### config.mk
export PLATFORM = sky130hd
export DESIGN_NAME = benes_route_ctrl
export DESIGN_NICKNAME = d
export VERILOG_FILES = /design/src/rtl/benes_pkg.sv /design/src/rtl/benes_route_ctrl_loop_step.sv /design/src/rtl/benes_route_ctrl.sv
export SDC_FILE = /design/constraint.sdc
export NUM_CORES = 1
export LEC_CHECK = 0
export ABC_CLOCK_PERIOD_IN_PS = 4700
export CAP_MARGIN = 20
export CORE_UTILIZATION = 25
export CTS_CLUSTER_SIZE = 20
export DETAILED_ROUTE_END_ITERATION = 12
export DONT_BUFFER_PORTS = 1
export PLACE_DENSITY_LB_ADDON = 0.12
export SYNTH_ARGS = -nofsm -noshare
export SYNTH_HDL_FRONTEND = slang
export SYNTH_SLANG_ARGS = --single-unit
### constraint.sdc
create_clock -name clk -period 4.7 [get_ports clk]
set_input_delay 0.94 -clock clk [delete_from_list [all_inputs] [get_ports clk]]
set_output_delay 0.94 -clock clk [all_outputs]
set_load 0.01 [all_outputs]
### src/rtl/benes_pkg.sv
// benes_pkg: shared constants, types and wiring tables for the 8-port
// Benes network and its route controller (used with BENES_PERM_CHECK_EN).
package benes_pkg;

  localparam int N_PORTS      = 8;
  localparam int N_STAGES     = 5;
  localparam int SW_PER_STAGE = 4;

  typedef logic [2:0] port_idx_t;
  typedef logic [3:0] stage_cfg_t;

  // Output line of stage s -> input line of stage s+1.
  localparam port_idx_t T01 [N_PORTS] =
    '{3'd0, 3'd4, 3'd1, 3'd5, 3'd2, 3'd6, 3'd3, 3'd7};
  localparam port_idx_t T12 [N_PORTS] =
    '{3'd0, 3'd2, 3'd1, 3'd3, 3'd4, 3'd6, 3'd5, 3'd7};
  localparam port_idx_t T23 [N_PORTS] =
    '{3'd0, 3'd2, 3'd1, 3'd3, 3'd4, 3'd6, 3'd5, 3'd7};
  localparam port_idx_t T34 [N_PORTS] =
    '{3'd0, 3'd2, 3'd4, 3'd6, 3'd1, 3'd3, 3'd5, 3'd7};

  typedef enum logic [2:0] {
    ST_IDLE,
    ST_CHECK,
    ST_OUTER,
    ST_INNER,
    ST_MID,
    ST_DONE
  } state_e;

endpackage

### src/rtl/benes_route_ctrl_loop_step.sv
// benes_loop_step: one combinational looping step over a 4- or 8-port
// level; resolves one input switch and its partner output switch.
module benes_loop_step #(
  parameter int N = 8,
  parameter int W = 3
) (
  input  logic [N-1:0][W-1:0] perm_i,
  input  logic [N/2-1:0]      done_i,
  input  logic                cont_i,
  input  logic [W-2:0]        cont_sw_i,
  input  logic                cont_x_i,
  output logic                en_o,
  output logic [W-2:0]        in_sw_o,
  output logic                in_x_o,
  output logic [W-2:0]        out_sw_o,
  output logic                out_x_o,
  output logic                nxt_o,
  output logic [W-2:0]        nxt_sw_o,
  output logic                nxt_x_o
);

  localparam int NS = N / 2;

  logic [W-2:0] c;
  logic         x;
  logic [W-1:0] u;
  logic [W-1:0] d;
  logic [W-1:0] t;
  logic [W-1:0] j;
  logic [NS-1:0] dn;

  // Follow the open loop, or start a new one at the lowest free switch.
  always_comb begin
    c    = '0;
    x    = 1'b0;
    en_o = 1'b0;
    if (cont_i) begin
      c    = cont_sw_i;
      x    = cont_x_i;
      en_o = 1'b1;
    end else begin
      for (int k = NS - 1; k >= 0; k--) begin
        if (!done_i[k]) begin
          c    = (W-1)'(k);
          en_o = 1'b1;
        end
      end
    end
    u = {c, x};
    d = perm_i[u];
    t = {d[W-1:1], ~d[0]};
    j = '0;
    for (int k = 0; k < N; k++) begin
      if (perm_i[k] == t) j = W'(k);
    end
    dn       = done_i;
    dn[c]    = 1'b1;
    in_sw_o  = c;
    in_x_o   = x;
    out_sw_o = d[W-1:1];
    out_x_o  = d[0];
    nxt_sw_o = j[W-1:1];
    nxt_x_o  = ~j[0];
    nxt_o    = en_o && !dn[j[W-1:1]];
  end

endmodule

### src/rtl/benes_route_ctrl.sv
// benes_route_ctrl: looping-algorithm switch setter for the 8-port Benes
// network. Optional bijection check: define BENES_PERM_CHECK_EN.
module benes_route_ctrl
  import benes_pkg::*;
(
  input  logic                         clk,
  input  logic                         rst_n,
  input  logic                         perm_valid,
  output logic                         perm_ready,
  input  port_idx_t [N_PORTS-1:0]      perm,
  output logic                         cfg_valid,
  input  logic                         cfg_ready,
  output stage_cfg_t [N_STAGES-1:0]    switch_set,
  output logic                         cfg_err
);

  state_e state_q, state_d;
  logic [1:0] cnt_q, cnt_d;
  logic rdy_q, rdy_d;
  logic vld_q, vld_d;
  logic accept;

  port_idx_t [N_PORTS-1:0] perm_q;
  logic dup_q, dup_c;
  stage_cfg_t s0_q, s1_q, s3_q, s4_q, s2_c;
  logic [3:0] odone_q;
  logic ocont_q, ocx_q;
  logic [1:0] ocsw_q;
  logic [1:0][1:0] idone_q;
  logic [1:0] icont_q, icsw_q, icx_q;
  stage_cfg_t [N_STAGES-1:0] sw_q;
  logic err_q;

  logic o_en, o_in_x, o_out_x, o_nxt, o_nxt_x;
  logic [1:0] o_in_sw, o_out_sw, o_nxt_sw;
  logic [1:0] i_en, i_in_x, i_out_x, i_nxt, i_nxt_x;
  logic [1:0] i_in_sw, i_out_sw, i_nxt_sw;
  logic [1:0][1:0] s1_idx, s3_idx;

  logic [1:0][3:0][1:0] sp;
  port_idx_t oi, src, dst, lin;

  assign accept     = perm_valid && rdy_q;
  assign perm_ready = rdy_q;
  assign cfg_valid  = vld_q;
  assign switch_set = sw_q;
  assign cfg_err    = err_q;

`ifdef BENES_PERM_CHECK_EN
  // Any repeated destination means the request is not a bijection.
  always_comb begin
    dup_c = 1'b0;
    for (int a = 0; a < N_PORTS; a++) begin
      for (int b = a + 1; b < N_PORTS; b++) begin
        if (perm_q[a] == perm_q[b]) dup_c = 1'b1;
      end
    end
  end
`else
  assign dup_c = 1'b0;
`endif

  // State, counter and handshake flag registers.
  always_ff @(posedge clk) begin
    if (!rst_n) begin
      state_q <= ST_IDLE;
      cnt_q   <= '0;
      rdy_q   <= 1'b0;
      vld_q   <= 1'b0;
    end else begin
      state_q <= state_d;
      cnt_q   <= cnt_d;
      rdy_q   <= rdy_d;
      vld_q   <= vld_d;
    end
  end

  // Next state: fixed-length phases keep latency data independent.
  always_comb begin
    state_d = state_q;
    cnt_d   = cnt_q;
    unique case (state_q)
      ST_IDLE: begin
        if (accept) state_d = ST_CHECK;
      end
      ST_CHECK: begin
        state_d = ST_OUTER;
        cnt_d   = '0;
      end
      ST_OUTER: begin
        if (dup_q) begin
          state_d = ST_DONE;
        end else if (cnt_q == 2'd3) begin
          state_d = ST_INNER;
          cnt_d   = '0;
        end else begin
          cnt_d = cnt_q + 2'd1;
        end
      end
      ST_INNER: begin
        cnt_d = cnt_q + 2'd1;
        if (cnt_q == 2'd1) state_d = ST_MID;
      end
      ST_MID: begin
        state_d = ST_DONE;
      end
      ST_DONE: begin
        if (cfg_ready) state_d = ST_IDLE;
      end
      default: state_d = ST_IDLE;
    endcase
    rdy_d = (state_d == ST_IDLE);
    vld_d = (state_d == ST_DONE);
  end

  benes_loop_step #(.N(8), .W(3)) u_outer (
    .perm_i    (perm_q),
    .done_i    (odone_q),
    .cont_i    (ocont_q),
    .cont_sw_i (ocsw_q),
    .cont_x_i  (ocx_q),
    .en_o      (o_en),
    .in_sw_o   (o_in_sw),
    .in_x_o    (o_in_x),
    .out_sw_o  (o_out_sw),
    .out_x_o   (o_out_x),
    .nxt_o     (o_nxt),
    .nxt_sw_o  (o_nxt_sw),
    .nxt_x_o   (o_nxt_x)
  );

  // Local permutation seen by each 4x4 subnet once stage 0 is fixed.
  always_comb begin
    sp  = '0;
    oi  = '0;
    src = '0;
    dst = '0;
    lin = '0;
    for (int o = 0; o < N_PORTS; o++) begin
      oi  = port_idx_t'(o);
      src = {oi[2:1], oi[0] ^ s0_q[oi[2:1]]};
      dst = perm_q[src];
      lin = T01[oi];
      sp[lin[2]][lin[1:0]] = dst[2:1];
    end
  end

  for (genvar g = 0; g < 2; g++) begin : g_sub
    benes_loop_step #(.N(4), .W(2)) u_inner (
      .perm_i    (sp[g]),
      .done_i    (idone_q[g]),
      .cont_i    (icont_q[g]),
      .cont_sw_i (icsw_q[g]),
      .cont_x_i  (icx_q[g]),
      .en_o      (i_en[g]),
      .in_sw_o   (i_in_sw[g]),
      .in_x_o    (i_in_x[g]),
      .out_sw_o  (i_out_sw[g]),
      .out_x_o   (i_out_x[g]),
      .nxt_o     (i_nxt[g]),
      .nxt_sw_o  (i_nxt_sw[g]),
      .nxt_x_o   (i_nxt_x[g])
    );
    assign s1_idx[g] = {1'(g), i_in_sw[g]};
    assign s3_idx[g] = {1'(g), i_out_sw[g]};
    // Centre 2x2s: send each upper/lower stage-1 output to its row.
    assign s2_c[2*g]   = sp[g][{1'b0, s1_q[2*g]}][1];
    assign s2_c[2*g+1] = sp[g][{1'b0, ~s1_q[2*g]}][1];
  end

  // Working settings; the visible word only moves on entry to DONE.
  always_ff @(posedge clk) begin
    if (!rst_n) begin
      perm_q  <= '0;
      dup_q   <= 1'b0;
      s0_q    <= '0;
      s1_q    <= '0;
      s3_q    <= '0;
      s4_q    <= '0;
      odone_q <= '0;
      ocont_q <= 1'b0;
      ocsw_q  <= '0;
      ocx_q   <= 1'b0;
      idone_q <= '0;
      icont_q <= '0;
      icsw_q  <= '0;
      icx_q   <= '0;
      sw_q    <= '0;
      err_q   <= 1'b0;
    end else begin
      if (state_q == ST_IDLE && accept) begin
        perm_q  <= perm;
        dup_q   <= 1'b0;
        s0_q    <= '0;
        s1_q    <= '0;
        s3_q    <= '0;
        s4_q    <= '0;
        odone_q <= '0;
        ocont_q <= 1'b0;
        idone_q <= '0;
        icont_q <= '0;
      end
      if (state_q == ST_CHECK) dup_q <= dup_c;
      if (state_q == ST_OUTER && !dup_q && o_en) begin
        s0_q[o_in_sw]    <= o_in_x;
        s4_q[o_out_sw]   <= o_out_x;
        odone_q[o_in_sw] <= 1'b1;
        ocont_q          <= o_nxt;
        ocsw_q           <= o_nxt_sw;
        ocx_q            <= o_nxt_x;
      end
      if (state_q == ST_OUTER && dup_q) begin
        sw_q  <= '0;
        err_q <= 1'b1;
      end
      if (state_q == ST_INNER) begin
        for (int g = 0; g < 2; g++) begin
          if (i_en[g]) begin
            s1_q[s1_idx[g]]        <= i_in_x[g];
            s3_q[s3_idx[g]]        <= i_out_x[g];
            idone_q[g][i_in_sw[g]] <= 1'b1;
            icont_q[g]             <= i_nxt[g];
            icsw_q[g]              <= i_nxt_sw[g];
            icx_q[g]               <= i_nxt_x[g];
          end
        end
      end
      if (state_q == ST_MID) begin
        sw_q[0] <= s0_q;
        sw_q[1] <= s1_q;
        sw_q[2] <= s2_c;
        sw_q[3] <= s3_q;
        sw_q[4] <= s4_q;
        err_q   <= 1'b0;
      end
    end
  end

endmodule

==> summary.txt, run 1 <==
outcome: finished, final reports clean
pin count of the biggest net entering global routing: 85
period utilization: 80.9%
CTS Buf Count: 9
starting density of the core: 25.7%
first-pass GRT wire length: 25200 microns
startpoint types: register
Remaining Overflow, GRT: 0
core box area: 20400 sq um
Fmax: 0.263 GHz
post-synthesis sequential area ratio: 32.5%
Cell Area, Synth: 5240 sq um
Syn. warnings: 0
Sw Pwr: 0.568 mW
H-tree depth: 3
site row count: 52
Tmin final: 3.80 ns
Area Growth Syn to Fin: 9.53%
vias per cell: 5.12
Post-DP HPWL: 11600 microns
element type at the critical path end: register
final slew viol count: 0
Hold Crit Class: reg2reg
drt drc: 0
drt total wl: 16100 microns
DR vias: 4551
Post-synth EDFFs: 0
Post-DP Area: 5410 sq um
Required @ worst endpoint: 5.00 ns
Final setup viols: 0
# nets final: 644
MaxCap Viol Count: 0
CTS root buf: clkbuf_16
clock share of power: 42.0%
routability cong.: 0.861
setup repair bufs after CTS: 0
worst vdd ir: 0.171 mV
Max clock buf depth: 2
number of routed nets with antenna violations: 0
CTS Hold Bufs: 0
Crit Path Class: reg2reg
synthesized instance count: 647
Die X: 147 microns
Static Leakage: 1.90 nW
sequential share of power: 40.7%
Async S/R FF share, synth: 0%
Fin. Hold Viols: 0
slew margin rel.: 25.4%
post_cts resized: 0
global-route usage over all layers: 15.3%
vias in the first global route: 4286
initial antenna violation count: 0
ant diodes: 0
switch share: 29.4%
clk slew on worst S/H paths: 0.07 ns
Internal Pwr Total: 1.36 mW
# IOs: 51
clk_skew: 0.00558 ns
setup TNS: 0 ns
die area: 21500 sq um
Crit path arrival time: 4.10 ns
critical-path maximum fanout: 13
average wire per standard cell: 18.1 microns
worst-skew pair later-pin latency: 0.36 ns
port buffer count: 0
chip height: 147 microns
#FFs+latches synth: 85
number of detailed-route iterations in the first pass: 4
Combinational Power Share: 17.3%
final instance area: 5740 sq um
synth unique cells: 68
CTS tree: yes
Net Count, Synth: 677
Starting DRT DRC Count: 271
Least-Margin Pin Slew: 1.11 ns
Sink Count: 85
unrepaired setup endpoints after global routing: false
Mean Syn Cell Area: 8.10 sq um
share of post-route cells with drive strength above 1: 6.62%
pwr dens: 337 nW/um^2
Main synth FF type: dfxtp_1
-- power by group through the flow --
stage / sequential (mW) / combinational (mW) / clock [mW]
after floorplan: 0.770 / 0.285 / 0
after detailed placement: 0.802 / 0.332 / 0
final: 0.786 / 0.335 / 0.810
after CTS: 0.785 / 0.334 / 0.839
after global placement: 0.802 / 0.331 / 0
after global routing: 0.789 / 0.369 / 0.865
-- sequential cells by signal, indices dropped and copies added (netlist names) --
signal      cells
odone_q         4
state_q         3
ocx_q           1
s3_q            4
s1_q            4
cnt_q           2
idone_q         4
ocont_q         1
s4_q            4
perm_q         24
ocsw_q          2
icsw_q          2
perm_ready      1
switch_set     20
s0_q            4
icx_q           2
icont_q         2
cfg_valid       1
-- metal layers --
metal,vias up,GRT usage (%),wire (microns)
li1,2215,-,-
met1,2186,20.6,7800
met2,122,23.7,7170
met3,28,3.39,709
met4,0,6.04,394
met5,-,0,0
-- cells by family (layout without fill, tap and decap cells) --
logic type | count (synthesis) | in the layout | synth area share, %
simple gates | 256 | 256 | 23.2
compound gates | 161 | 161 | 23.0
flops | 85 | 85 | 32.5
mux | 57 | 57 | 11.3
buf+inv | 57 | 29 | 4.61
xor+xnor | 28 | 28 | 4.82
fa+ha+maj | 2 | 2 | 0.478
other cells | 1 | 1 | 0.0716
-- placed cells by master, fill, tap and decap left out, types with 13 or more instances in the layout --
cell type,instances
mux2i_1,49
a21boi_0,59
nand3_1,21
nor2_1,21
nand2_1,127
dfxtp_1,85
a21oi_1,19
xnor2_1,15
nor2b_1,20
o21ai_0,13
-- metrics by stage --
stage	power, mW	instances	hold WS, ns	utilization (%)	setup WS (ns)
5_1_grt	2.02	889	0.492	28.2	0.510
4_1_cts	1.96	889	0.474	28.2	0.935
2_1_floorplan	1.06	647	0.436	-	1.72
3_3_place_gp	1.13	873	0.457	26.5	1.01
6_report	1.93	889	0.466	28.2	0.899
3_5_place_dp	1.13	873	0.464	26.5	0.958
-- cell type report --
class,instances,area (sq um)
fill,2220,14600
timing repair buffer,5,37.5
clock buffer,10,239
clock inverter,6,93.8
inverter,8,30.0
sequential,85,1700
tap,270,338
multi-input combinational,505,3300
-- worst max-delay path, cell delays in order, from the launching register on --
cell      delay (ns)
dfxtp_1         0.47
nand2_1         0.23
o31ai_2         0.57
a221oi_1        0.19
o32ai_1         0.44
o31a_1          0.58
o221ai_1        0.26
and2_4          0.21
or3b_1          0.38
a211oi_1        0.24
o31a_1          0.16
-- synthesized netlist by cell type, types with 2 or more instances --
| library cell | n | area (sq um) |
|---|---|---|
| and4b_1 | 2 | 20.0 |
| a21oi_1 | 19 | 95.1 |
| and2_4 | 2 | 17.5 |
| clkbuf_1 | 39 | 146 |
| o21ai_0 | 13 | 65.1 |
| o31a_1 | 3 | 26.3 |
| mux2_2 | 6 | 67.6 |
| a221oi_1 | 2 | 17.5 |
| a22oi_1 | 4 | 30.0 |
| buf_4 | 4 | 30.0 |
| xor2_1 | 12 | 105 |
| o22ai_1 | 3 | 18.8 |
| or4_1 | 4 | 30.0 |
| buf_2 | 4 | 20.0 |
| o32ai_1 | 3 | 26.3 |
| or3_1 | 6 | 37.5 |
| o211ai_1 | 6 | 45.0 |
| dfxtp_1 | 85 | 1700 |
| or2_2 | 2 | 12.5 |
| nand4_1 | 3 | 18.8 |
| nor2_1 | 22 | 82.6 |
| nand2_1 | 127 | 477 |
| and2_1 | 12 | 75.1 |
| nor2b_1 | 20 | 125 |
| ha_1 | 2 | 25.0 |
| a211o_1 | 2 | 17.5 |
| a21boi_0 | 59 | 443 |
| o221ai_1 | 4 | 35.0 |
| and3_1 | 5 | 31.3 |
| a31oi_1 | 7 | 43.8 |
| o21a_1 | 6 | 45.0 |
| nand3_1 | 21 | 105 |
| mux2i_1 | 49 | 490 |
| a211oi_1 | 9 | 67.6 |
| nand2b_1 | 9 | 56.3 |
| o31ai_2 | 2 | 25.0 |
| a32o_1 | 2 | 20.0 |
| nor3_1 | 12 | 60.1 |
| inv_1 | 8 | 30.0 |
| xnor2_1 | 15 | 131 |
| nand3b_1 | 5 | 37.5 |
-- worst paths after layout --
path                                       startpoint                    endpoint  slack (ns)  cells past startpoint
worst max-delay path            odone_q[1]$_SDFF_PN0_        ocont_q$_SDFFE_PN0P_        0.90                     10
worst min-delay path               s1_q[1]$_SDFF_PN0_  switch_set[5]$_SDFFE_PN0N_        0.47                      2
worst max register to register  odone_q[1]$_SDFF_PN0_        ocont_q$_SDFFE_PN0P_        0.90                     10
worst min register to register     s1_q[1]$_SDFF_PN0_  switch_set[5]$_SDFFE_PN0N_        0.47                      2
No activity file was read; power rests on OpenSTA's default activity.
==> inputs of run 2 (changes only) <==
ABC_CLOCK_PERIOD_IN_PS = 3520   (was 4700)
clock period = 3.52 ns   (was 4.7 ns; I/O delays follow)
==> run 2 against run 1 <==
  * Worst setup slack got worse by 0.64 ns
  * Count of clock-buffer cells in the layout unchanged
  * Cell area up 3.2%
  * Critical path depth unchanged
  * Die area unchanged
  * Sequential power is 32% higher
  * Routed wire length is 0.52% higher
  * Largest power group is now registers
  * Sequential cell count unchanged
  * Total power rose by 31%
  * Via count decreased by 1.1%
  * Highest routed layer unchanged
  * Utilization is 0.90 points higher
  * Hold slack worse by 0.0052 ns
==> summary.txt, run 2 (synthesis results as in run 1) <==
clk_skew: 0.00967 ns (+0.00408 ns)
CTS Hold Bufs: 0 (unchanged)
Static Leakage: 1.99 nW (+4.8%)
H-tree depth: 3 (unchanged)
min-delay src: s3_q[0]$_SDFF_PN0_
worst-skew pair later-pin latency: 0.36 ns (about the same)
most common library cell in the layout ignoring fill and taps: nand2_1
reg-to-reg critical path startpoint: odone_q[0]$_SDFF_PN0_
clock share of power: 39.6% (-2.4 points)
drt total wl: 16200 microns (+0.52%)
critical path startpoint: odone_q[0]$_SDFF_PN0_
max incr delay on CP: 0.50 ns (-0.08 ns)
Least-Margin Pin Slew: 1.00 ns (-0.108 ns)
Internal Pwr Total: 1.78 mW (+30%)
largest register by flop count: perm_q
initial antenna violation count: 0 (unchanged)
sequential share of power: 41.1% (+0.4 points)
final instance area: 5920 sq um (+3.2%)
uppermost layer routed: met4
Required @ worst endpoint: 3.76 ns (-1.24 ns)
vias in the first global route: 4348 (+1.4%)
CTS root buf: clkbuf_16
pwr dens: 427 nW/um^2 (+27%)
average wire per standard cell: 17.7 microns (-2.2%)
vias per cell: 4.93 (-3.8%)
CTS Buf Count: 9 (unchanged)
period utilization: 92.7% (+12 points)
Crit path arrival time: 3.50 ns (-0.60 ns)
most frequent cells in the layout: 127 x nand2_1, 84 x dfxtp_1, 59 x a21boi_0, 49 x mux2i_1, 28 x buf_4
Combinational Power Share: 19.3% (+2.0 points)
# nets final: 669 (+3.9%)
fin util: 29.1% (+0.90 points)
MaxCap Viol Count: 0 (unchanged)
pin count of the biggest net entering global routing: 85 (unchanged)
Starting DRT DRC Count: 276 (+1.8%)
wl on met1: 7980 microns (+2.3%)
site row count: 52 (unchanged)
Fmax: 0.306 GHz (+16%)
Final setup viols: 0 (unchanged)
switch share: 29.7% (+0.30 points)
Tmin final: 3.26 ns (-0.537 ns)
Fin. Hold Viols: 0 (unchanged)
drt drc: 0 (unchanged)
setup TNS: 0 ns (unchanged)
clk slew on worst S/H paths: 0.07 ns (about the same)
Post-DP Area: 5590 sq um (+3.4%)
share of post-route cells with drive strength above 1: 10.4% (+3.8 points)
first-pass GRT wire length: 25600 microns (+1.6%)
Remaining Overflow, GRT: 0 (unchanged)
Area Growth Syn to Fin: 13.0%
cells along the critical path: nand2_1 > or4_1 > o311ai_4 > mux2i_1 > xnor2_1 > a32o_1 > mux2_1 > nor4_1 > a211oi_1 > o31a_1
Sink Count: 85 (unchanged)
final slew viol count: 0 (unchanged)
# IOs: 51 (unchanged)
chip height: 147 microns (unchanged)
slew margin rel.: 33.2% (+7.8 points)
Sw Pwr: 0.751 mW (+32%)
Post-DP HPWL: 11900 microns (+2.4%)
starting density of the core: 25.7% (unchanged)
Hold Crit Class: reg2reg
met2 WL post-DR: 7320 microns (+2.2%)
number of routed nets with antenna violations: 0 (unchanged)
global-route usage over all layers: 15.5% (+0.16 points)
final worst slack: 0.256 ns (-0.643 ns)
outcome: finished, final reports clean
crit path max-delay cell type: or4_1
Die X: 147 microns (unchanged)
ant diodes: 0 (unchanged)
unrepaired setup endpoints after global routing: false
die area: 21500 sq um (unchanged)
routability cong.: 0.839 (-2.5%)
DR vias: 4503 (-1.1%)
CTS tree: yes
Max clock buf depth: 2 (unchanged)
core box area: 20400 sq um (unchanged)
Crit Path Class: reg2reg
DR WL met3: 488 microns (-31%)
Place WS: 0.145 ns (-0.813 ns)
element type at the critical path end: register
Largest register FFs: 24 (unchanged)
port buffer count: 0 (unchanged)
critical-path maximum fanout: 9 (-4)
worst vdd ir: 0.207 mV (+21%)
startpoint types: register
number of detailed-route iterations in the first pass: 5 (+1)
==> run 2: cell count changes in the layout (fill, tap and decap cells not counted) <==
| cell | previous run | this run |
|---|---|---|
| buf_12 | 0 | 1 |
| buf_2 | 0 | 1 |
| a2111oi_1 | 0 | 1 |
| a211oi_4 | 0 | 1 |
| a211oi_2 | 1 | 0 |
| buf_4 | 5 | 28 |
| bufinv_16 | 2 | 1 |
| dfxtp_1 | 85 | 84 |
| clkinvlp_4 | 0 | 2 |
| inv_6 | 1 | 0 |
| dfxtp_2 | 0 | 1 |
| a2111oi_0 | 1 | 0 |
==> run 2: area by class of cell <==
cell class,count,area [sq um]
Fill cell,2185,14400
Multi-Input combinational cell,505,3310
Sequential cell,85,1700
Tap cell,270,338
Clock buffer,10,239
Timing Repair Buffer,30,235
Clock inverter,6,70.1
Inverter,8,30.0
==> run 2: worst paths after layout <==
path / to / slack, ns / depth (start not counted)
max: ocont_q$_SDFFE_PN0P_ / 0.26 / 10
min: switch_set[12]$_SDFFE_PN0N_ / 0.46 / 2
max reg2reg: ocont_q$_SDFFE_PN0P_ / 0.26 / 10
min reg2reg: switch_set[12]$_SDFFE_PN0N_ / 0.46 / 2
==> run 2: critical path: cells and delay by family, from the launching register on <==
family | cells | cell delay (ns)
AO/OA/AOI/OAI | 4 | 0.88
flip-flops | 1 | 0.42
multiplexers | 2 | 0.55
AND/OR/NAND/NOR | 3 | 0.93
XOR/XNOR | 1 | 0.36
==> run 2: metrics by stage <==
| stage | std cells | total power, mW | hold slack [ns] |
|---|---|---|---|
| floorplan | 647 | 1.41 | 0.436 |
| global placement | 896 | 1.54 | 0.453 |
| detailed placement | 896 | 1.54 | 0.463 |
| CTS | 912 | 2.56 | 0.464 |
| global route | 914 | 2.66 | 0.470 |
| finish | 914 | 2.53 | 0.461 |
==> run 2: repair_timing <==
action	4_1_cts	5_1_grt
setup endpoints to repair	0	1
buffers inserted	0	1
gates resized for setup	0	3
endpoints found under the hold margin	0	0
==> run 2: metal layers <==
layer	up-vias	GRT usage [%]
met5	-	0
met4	0	5.89
met3	15	2.64
met2	75	24.3
met1	2139	21.1
li1	2274	-
==> run 2: power by group through the flow <==
stage / Combinational [mW] / Clock, mW / Sequential [mW]
6_report: 0.487 / 1.00 / 1.04
5_1_grt: 0.536 / 1.08 / 1.04
4_1_cts: 0.486 / 1.04 / 1.04
3_5_place_dp: 0.483 / 0 / 1.06
3_3_place_gp: 0.481 / 0 / 1.06
2_1_floorplan: 0.380 / 0 / 1.03
